==> config.mk <==
export PLATFORM = sky130hd
export DESIGN_NAME = adc_red_reader
export DESIGN_NICKNAME = d
export VERILOG_FILES = /design/src/rtl/adc_pkg.sv /design/src/rtl/adc_sclk_gen.sv /design/src/rtl/adc_red_reader.sv
export SDC_FILE = /design/constraint.sdc
export NUM_CORES = 1
export LEC_CHECK = 0
export BUFFER_PORTS_ARGS = -buffer_cell sky130_fd_sc_hd__buf_4
export CORE_ASPECT_RATIO = 0.5
export CORE_UTILIZATION = 40
export DETAILED_ROUTE_END_ITERATION = 8
export GPL_TIMING_DRIVEN = 0
export PLACE_DENSITY = 0.63
export SYNTH_ARGS = -nofsm -noshare
export SYNTH_HDL_FRONTEND = slang
export SYNTH_SLANG_ARGS = --single-unit
==> constraint.sdc <==
create_clock -name CLK_ADC -period 1.95 [get_ports CLK_ADC]
set_input_delay 0.2925 -clock CLK_ADC [delete_from_list [all_inputs] [get_ports CLK_ADC]]
set_output_delay 0.2925 -clock CLK_ADC [all_outputs]
set_load 0.02 [all_outputs]
==> src/rtl/adc_pkg.sv <==
// rtl/adc_pkg.sv - shared FSM encoding and ADC frame constants for the RED ADC reader
package adc_pkg;

   typedef enum logic [2:0] {
      IDLE     = 3'd0,
      WAIT     = 3'd1,
      CS_SETUP = 3'd2,
      SHIFT    = 3'd3,
      DONE     = 3'd4
   } adc_state_t;

   // One null bit followed by D7..D0.
   localparam int         FRAME_BITS = 9;
   localparam logic [3:0] NULL_BIT   = 4'd0;
   localparam logic [3:0] LAST_BIT   = 4'(FRAME_BITS - 1);

endpackage

==> src/rtl/adc_sclk_gen.sv <==
// rtl/adc_sclk_gen.sv - ADC serial clock generator: half-period counter plus SCLK flop
module adc_sclk_gen #(
   parameter int CLK_DIV = 2
) (
   input  logic clk,
   input  logic rst,
   input  logic run,
   output logic sclk,
   output logic rise_pulse,
   output logic fall_pulse
);

   localparam logic [3:0] DIV_LAST = 4'(CLK_DIV - 1);

   logic [3:0] half_cnt;
   logic       wrap;

   // Pulses flag the cycle whose closing edge toggles SCLK.
   assign wrap       = run && (half_cnt == DIV_LAST);
   assign rise_pulse = wrap && !sclk;
   assign fall_pulse = wrap && sclk;

   always_ff @(posedge clk or posedge rst) begin
      if (rst) begin
         half_cnt <= 4'd0;
         sclk     <= 1'b0;
      end else if (!run) begin
         half_cnt <= 4'd0;
         sclk     <= 1'b0;
      end else if (wrap) begin
         half_cnt <= 4'd0;
         sclk     <= !sclk;
      end else begin
         half_cnt <= half_cnt + 4'd1;
      end
   end

endmodule

==> src/rtl/adc_red_reader.sv <==
// rtl/adc_red_reader.sv - periodic serial ADC reader producing 8-bit RED samples with a valid strobe
module adc_red_reader
   import adc_pkg::*;
#(
   parameter int CLK_DIV       = 2,
   parameter int SAMPLE_PERIOD = 64
) (
   input  logic       CLK_ADC,
   input  logic       rst,
   input  logic       en,
   input  logic       ADC_DOUT,
   output logic       ADC_CS_n,
   output logic       ADC_SCLK,
   output logic [7:0] RED_ADC_Value,
   output logic       RED_Valid,
   output logic       busy
);

   localparam logic [15:0] PER_LAST = 16'(SAMPLE_PERIOD - 1);

   adc_state_t  state, next_state;
   logic        en_q, dout_q;
   logic        run, sample_en, cs_n_d;
   logic        rise_pulse, fall_pulse;
   logic [3:0]  bit_cnt;
   logic [7:0]  shreg, shreg_nxt;
   logic [15:0] period_cnt;

   assign run       = (state == CS_SETUP) || (state == SHIFT);
   assign RED_Valid = (state == DONE);
   assign busy      = run || RED_Valid;

   adc_sclk_gen #(.CLK_DIV(CLK_DIV)) u_sclk (
      .clk        (CLK_ADC),
      .rst        (rst),
      .run        (run),
      .sclk       (ADC_SCLK),
      .rise_pulse (rise_pulse),
      .fall_pulse (fall_pulse)
   );

   always_ff @(posedge CLK_ADC or posedge rst) begin
      if (rst) state <= IDLE;
      else     state <= next_state;
   end

   always_comb begin
      next_state = state;
      case (state)
         IDLE:     if (en_q) next_state = CS_SETUP;
         WAIT: begin
            if (!en_q)                        next_state = IDLE;
            else if (period_cnt == PER_LAST)  next_state = CS_SETUP;
         end
         CS_SETUP: if (rise_pulse) next_state = SHIFT;
         SHIFT:    if (fall_pulse && (bit_cnt == LAST_BIT)) next_state = DONE;
         DONE:     next_state = en_q ? WAIT : IDLE;
         default:  next_state = IDLE;
      endcase
   end

   // Sample is taken in the first SCLK-high cycle, when dout_q already holds the bit.
   always_comb begin
      cs_n_d    = !((next_state == CS_SETUP) || (next_state == SHIFT));
      shreg_nxt = shreg;
      if (sample_en && (bit_cnt != NULL_BIT)) shreg_nxt = {shreg[6:0], dout_q};
   end

   always_ff @(posedge CLK_ADC or posedge rst) begin
      if (rst) begin
         en_q          <= 1'b0;
         dout_q        <= 1'b0;
         ADC_CS_n      <= 1'b1;
         sample_en     <= 1'b0;
         bit_cnt       <= 4'd0;
         shreg         <= 8'd0;
         period_cnt    <= 16'd0;
         RED_ADC_Value <= 8'd0;
      end else begin
         en_q      <= en;
         dout_q    <= ADC_DOUT;
         ADC_CS_n  <= cs_n_d;
         sample_en <= rise_pulse;
         shreg     <= shreg_nxt;
         if (!run)
            bit_cnt <= 4'd0;
         else if (fall_pulse && (bit_cnt != LAST_BIT))
            bit_cnt <= bit_cnt + 4'd1;
         // Counter reads 0 at every T0 so the next frame lands exactly SAMPLE_PERIOD later.
         if ((state == IDLE) || (next_state == IDLE) || (period_cnt == PER_LAST))
            period_cnt <= 16'd0;
         else
            period_cnt <= period_cnt + 16'd1;
         if (next_state == DONE) RED_ADC_Value <= shreg_nxt;
      end
   end

endmodule

==> results by group <==
Outcome
  • Status: finished, final reports clean

Synth
  • Netlist cell types: 39
  • Mux share of post-synthesis cell area: 8.168%
  • Post-Synth Simple-Gate Area: 19.46%
  • Top FF cell, synth: dfrtp_1
  • Number of cells produced by synthesis: 189
  • Share of synthesized registers carrying an async set or reset: 100.0%
  • Share of the synthesized area in the top cell type: 53.32%
  • #FFs+latches synth: 48
  • Yosys warning count: 0
  • Largest family of logic cells by synthesized area: simple AND/OR/NAND/NOR gates
  • Mean Syn Cell Area: 11.67 um2
  • Synthesized area: 2206 um2
  • Compound-cell area share of the yosys netlist: 4.027%
  • Sequential share of the synthesized area: 54.51%
  • EDFF count, synth: 0
  • Synth area leaders: dfrtp_1 (53%), mux2_2 (8.2%), xor2_1 (6.4%), nor2_1 (4.8%), ha_1 (2.8%)
  • Dominant cell type by area after synthesis: dfrtp_1
  • Post-Synth Adder-Cell Area: 2.836%
  • Net Count, Synth: 198
  • Post-Synth XOR/XNOR Area: 7.941%

Floorplanning
  • Core area: 5112 um2
  • Die Height: 54.51 um
  • Rows: 18
  • Die W: 107.0 um
  • Die area: 5834 um2
  • Ports: 16
  • Initial core utilization: 43.15%

Setup path
  • Critical path peak fanout: 8
  • Reg2reg start: bit_cnt[0]
  • Critical path's top delay family: multiplexers
  • Worst path max stage delay: 0.43 ns
  • Crit. End Element: flop
  • Worst reg2reg endpoint: RED_ADC_Value[5]
  • R2R cell count: 7
  • Cell Chain, Critical Path: inv_2, ha_2, nand2b_1, o21ai_4, buf_12, mux2_2, mux2_2
  • Required time of the critical path: 2.15 ns
  • Cell mode on critical path: mux2_2
  • WS Path Type: reg2reg
  • CP arrival: 2.04 ns
  • Flop2flop setup slack: 0.11 ns
  • Worst Setup Start Kind: flop
  • Crit path buf inv count: 2
  • CP max stage cell: dfrtp_1

Global route
  • Total GRT Usage: 14.42%
  • Global route hottest layer: met2
  • Total grt overflow: 0
  • Met2 Use GR: 25.05%
  • Initial antenna violation count: 0
  • GR Util met3: 3.929%
  • Met1 Use GR: 17.30%
  • First-pass GRT wire length: 6.230 mm
  • Vias in the first global route: 1376
  • Largest net degree at the start of global routing: 38

Routing
  • Routed len/inst: 13.34 um
  • Drt via density: 4.948
  • Post-DRT Antenna Nets: 0
  • Routed WL: 3.815 mm
  • Vias: 1415
  • DRT iter0 DRCs: 49
  • TritonRoute pass-1 iters: 4
  • DR DRC count: 0

Placement
  • Routability congestion estimate from global placement: 0.7614
  • DP Worst Slack: 0.07645 ns
  • Number of buffers added on ports: 15
  • Post-DP HPWL: 2.591 mm
  • Cell Area, Placed: 2426 um2

Final layout
  • # diodes: 0
  • Area Growth Syn to Fin: 16.39%
  • Share of cells above drive strength 1: 27.31%
  • Fillers: 473
  • Fin area: 2567 um2
  • Nets: 224

STA
  • Setup Total Neg Slack: 0 ns
  • Worst setup margin: 0.1079 ns
  • Period utilization: 94.47%
  • RSZ-0062 raised after global routing: false
  • Fmax achieved: 542.9 MHz
  • Worst Skew: 0.008651 ns
  • # setup viols final: 0
  • Slew HR: 78.15%
  • Final-report max-slew violation count: 0
  • Tmin final: 1.842 ns
  • Worst-Margin Slew: 0.3243 ns
  • Final count of hold timing violations: 0

Hold path
  • Beginning of the worst hold path: en
  • Hold endpoint: en_q
  • Hold path depth: 1
  • Hold WC Path Type: in2reg

CTS
  • Clock Sinks: 48
  • H-tree Lvls: 2
  • Clock transition at path regs: 0.09 ns
  • Clock Latency Late Sink: 0.30 ns
  • Deepest clock path buffer count: 2
  • Cts bufs inserted: 5
  • CTS tree: built
  • Root Driver: clkbuf_8

Power
  • Total Power: 2.851 mW
  • Max IR drop VDD: 0.4157 mV
  • Leak pwr: 1.257 nW
  • PwrDens: 1110 nW/um2

Run
  • Max-cap violations: 0
==> worst max-delay path by stage <==
stage	slack (ns)	start	end	cells past startpoint
after floorplan	0.27	bit_cnt[0]	RED_ADC_Value[0]	6
after global placement	-0.07	rst	shreg[7]	2
after detailed placement	0.08	bit_cnt[0]	RED_ADC_Value[5]	6
after CTS	0.05	bit_cnt[0]	RED_ADC_Value[5]	6
after global routing	0.02	bit_cnt[0]	RED_ADC_Value[3]	7
final	0.11	bit_cnt[0]	RED_ADC_Value[5]	7
==> cells by family (layout without fill, tap and decap cells) <==
logic type               count (synthesis)  in the layout
XOR/XNOR                                20             20
buffers and inverters                   13             40
AO/OA/AOI/OAI                           11             11
flip-flops                              48             48
AND/OR/NAND/NOR                         76             76
multiplexers                            16             16
adder cells (fa/ha/maj)                  5              5
==> final cells by class <==
type | instances | area [um2] | share of cell area (%)
sequential | 48 | 1202 | 46.83
multi-input combinational | 128 | 942.2 | 36.70
clock buffer | 6 | 82.58 | 3.216
tap | 70 | 87.58 | 3.411
buffer | 7 | 45.04 | 1.754
timing repair buffer | 19 | 170.2 | 6.628
inverter | 6 | 22.52 | 0.8772
clock inverter | 2 | 15.01 | 0.5848
==> report_power, final <==
group	internal [mW]	leakage (nW)	total [mW]	switching, mW
clock network	0.287	0.0434	0.629	0.342
logic	0.393	0.580	0.850	0.457
registers	1.21	0.633	1.37	0.166
==> metrics by stage <==
stage | std cells | hold WS [ns] | util, %
2_1_floorplan | 189 | 0.3239 | -
3_3_place_gp | 274 | 0.4031 | 47.06
5_1_grt | 286 | 0.08839 | 50.22
6_report | 286 | 0.09693 | 50.22
3_5_place_dp | 275 | 0.2592 | 47.45
4_1_cts | 284 | 0.08876 | 49.56
==> per-layer routing <==
layer  wire (um)  vias to the layer above
li1            -                      694
met1        1805                      693
met2        1832                       21
met3         115                        7
met4          62                        0
met5           0                        -
==> cells in the final DEF (no fill, tap or decap), types with 4 or more instances in the layout <==
master,count
and4_1,4
ha_1,4
nor2_1,28
buf_4,18
nand4_1,7
clkbuf_8,6
xor2_1,16
nand3_1,10
xnor2_1,4
mux2_2,15
dfrtp_1,47
inv_1,4
nand2_1,6
==> Yosys cell counts (3+ instances only) <==
library cell / count
nand4_1: 7
xor2_1: 16
ha_1: 5
dfrtp_1: 47
nand3_1: 10
xnor2_1: 4
and4_1: 4
nor2_1: 28
inv_1: 6
nand2_1: 6
buf_2: 3
mux2_2: 16
nand2b_1: 3
==> state kept, by name, indices dropped and copies added (netlist names), 3 cells and up <==
signal	count
shreg	8
bit_cnt	4
RED_ADC_Value	8
state	3
period_cnt	16
u_sclk.half_cnt	4
==> timing repair <==
action	CTS	global route
hold endpoints to repair	11	0
endpoints found under the setup margin	0	8
hold buffers	1	0
buffers inserted	0	2
resized for setup	0	3
No activity file was read; power rests on OpenSTA's default activity.
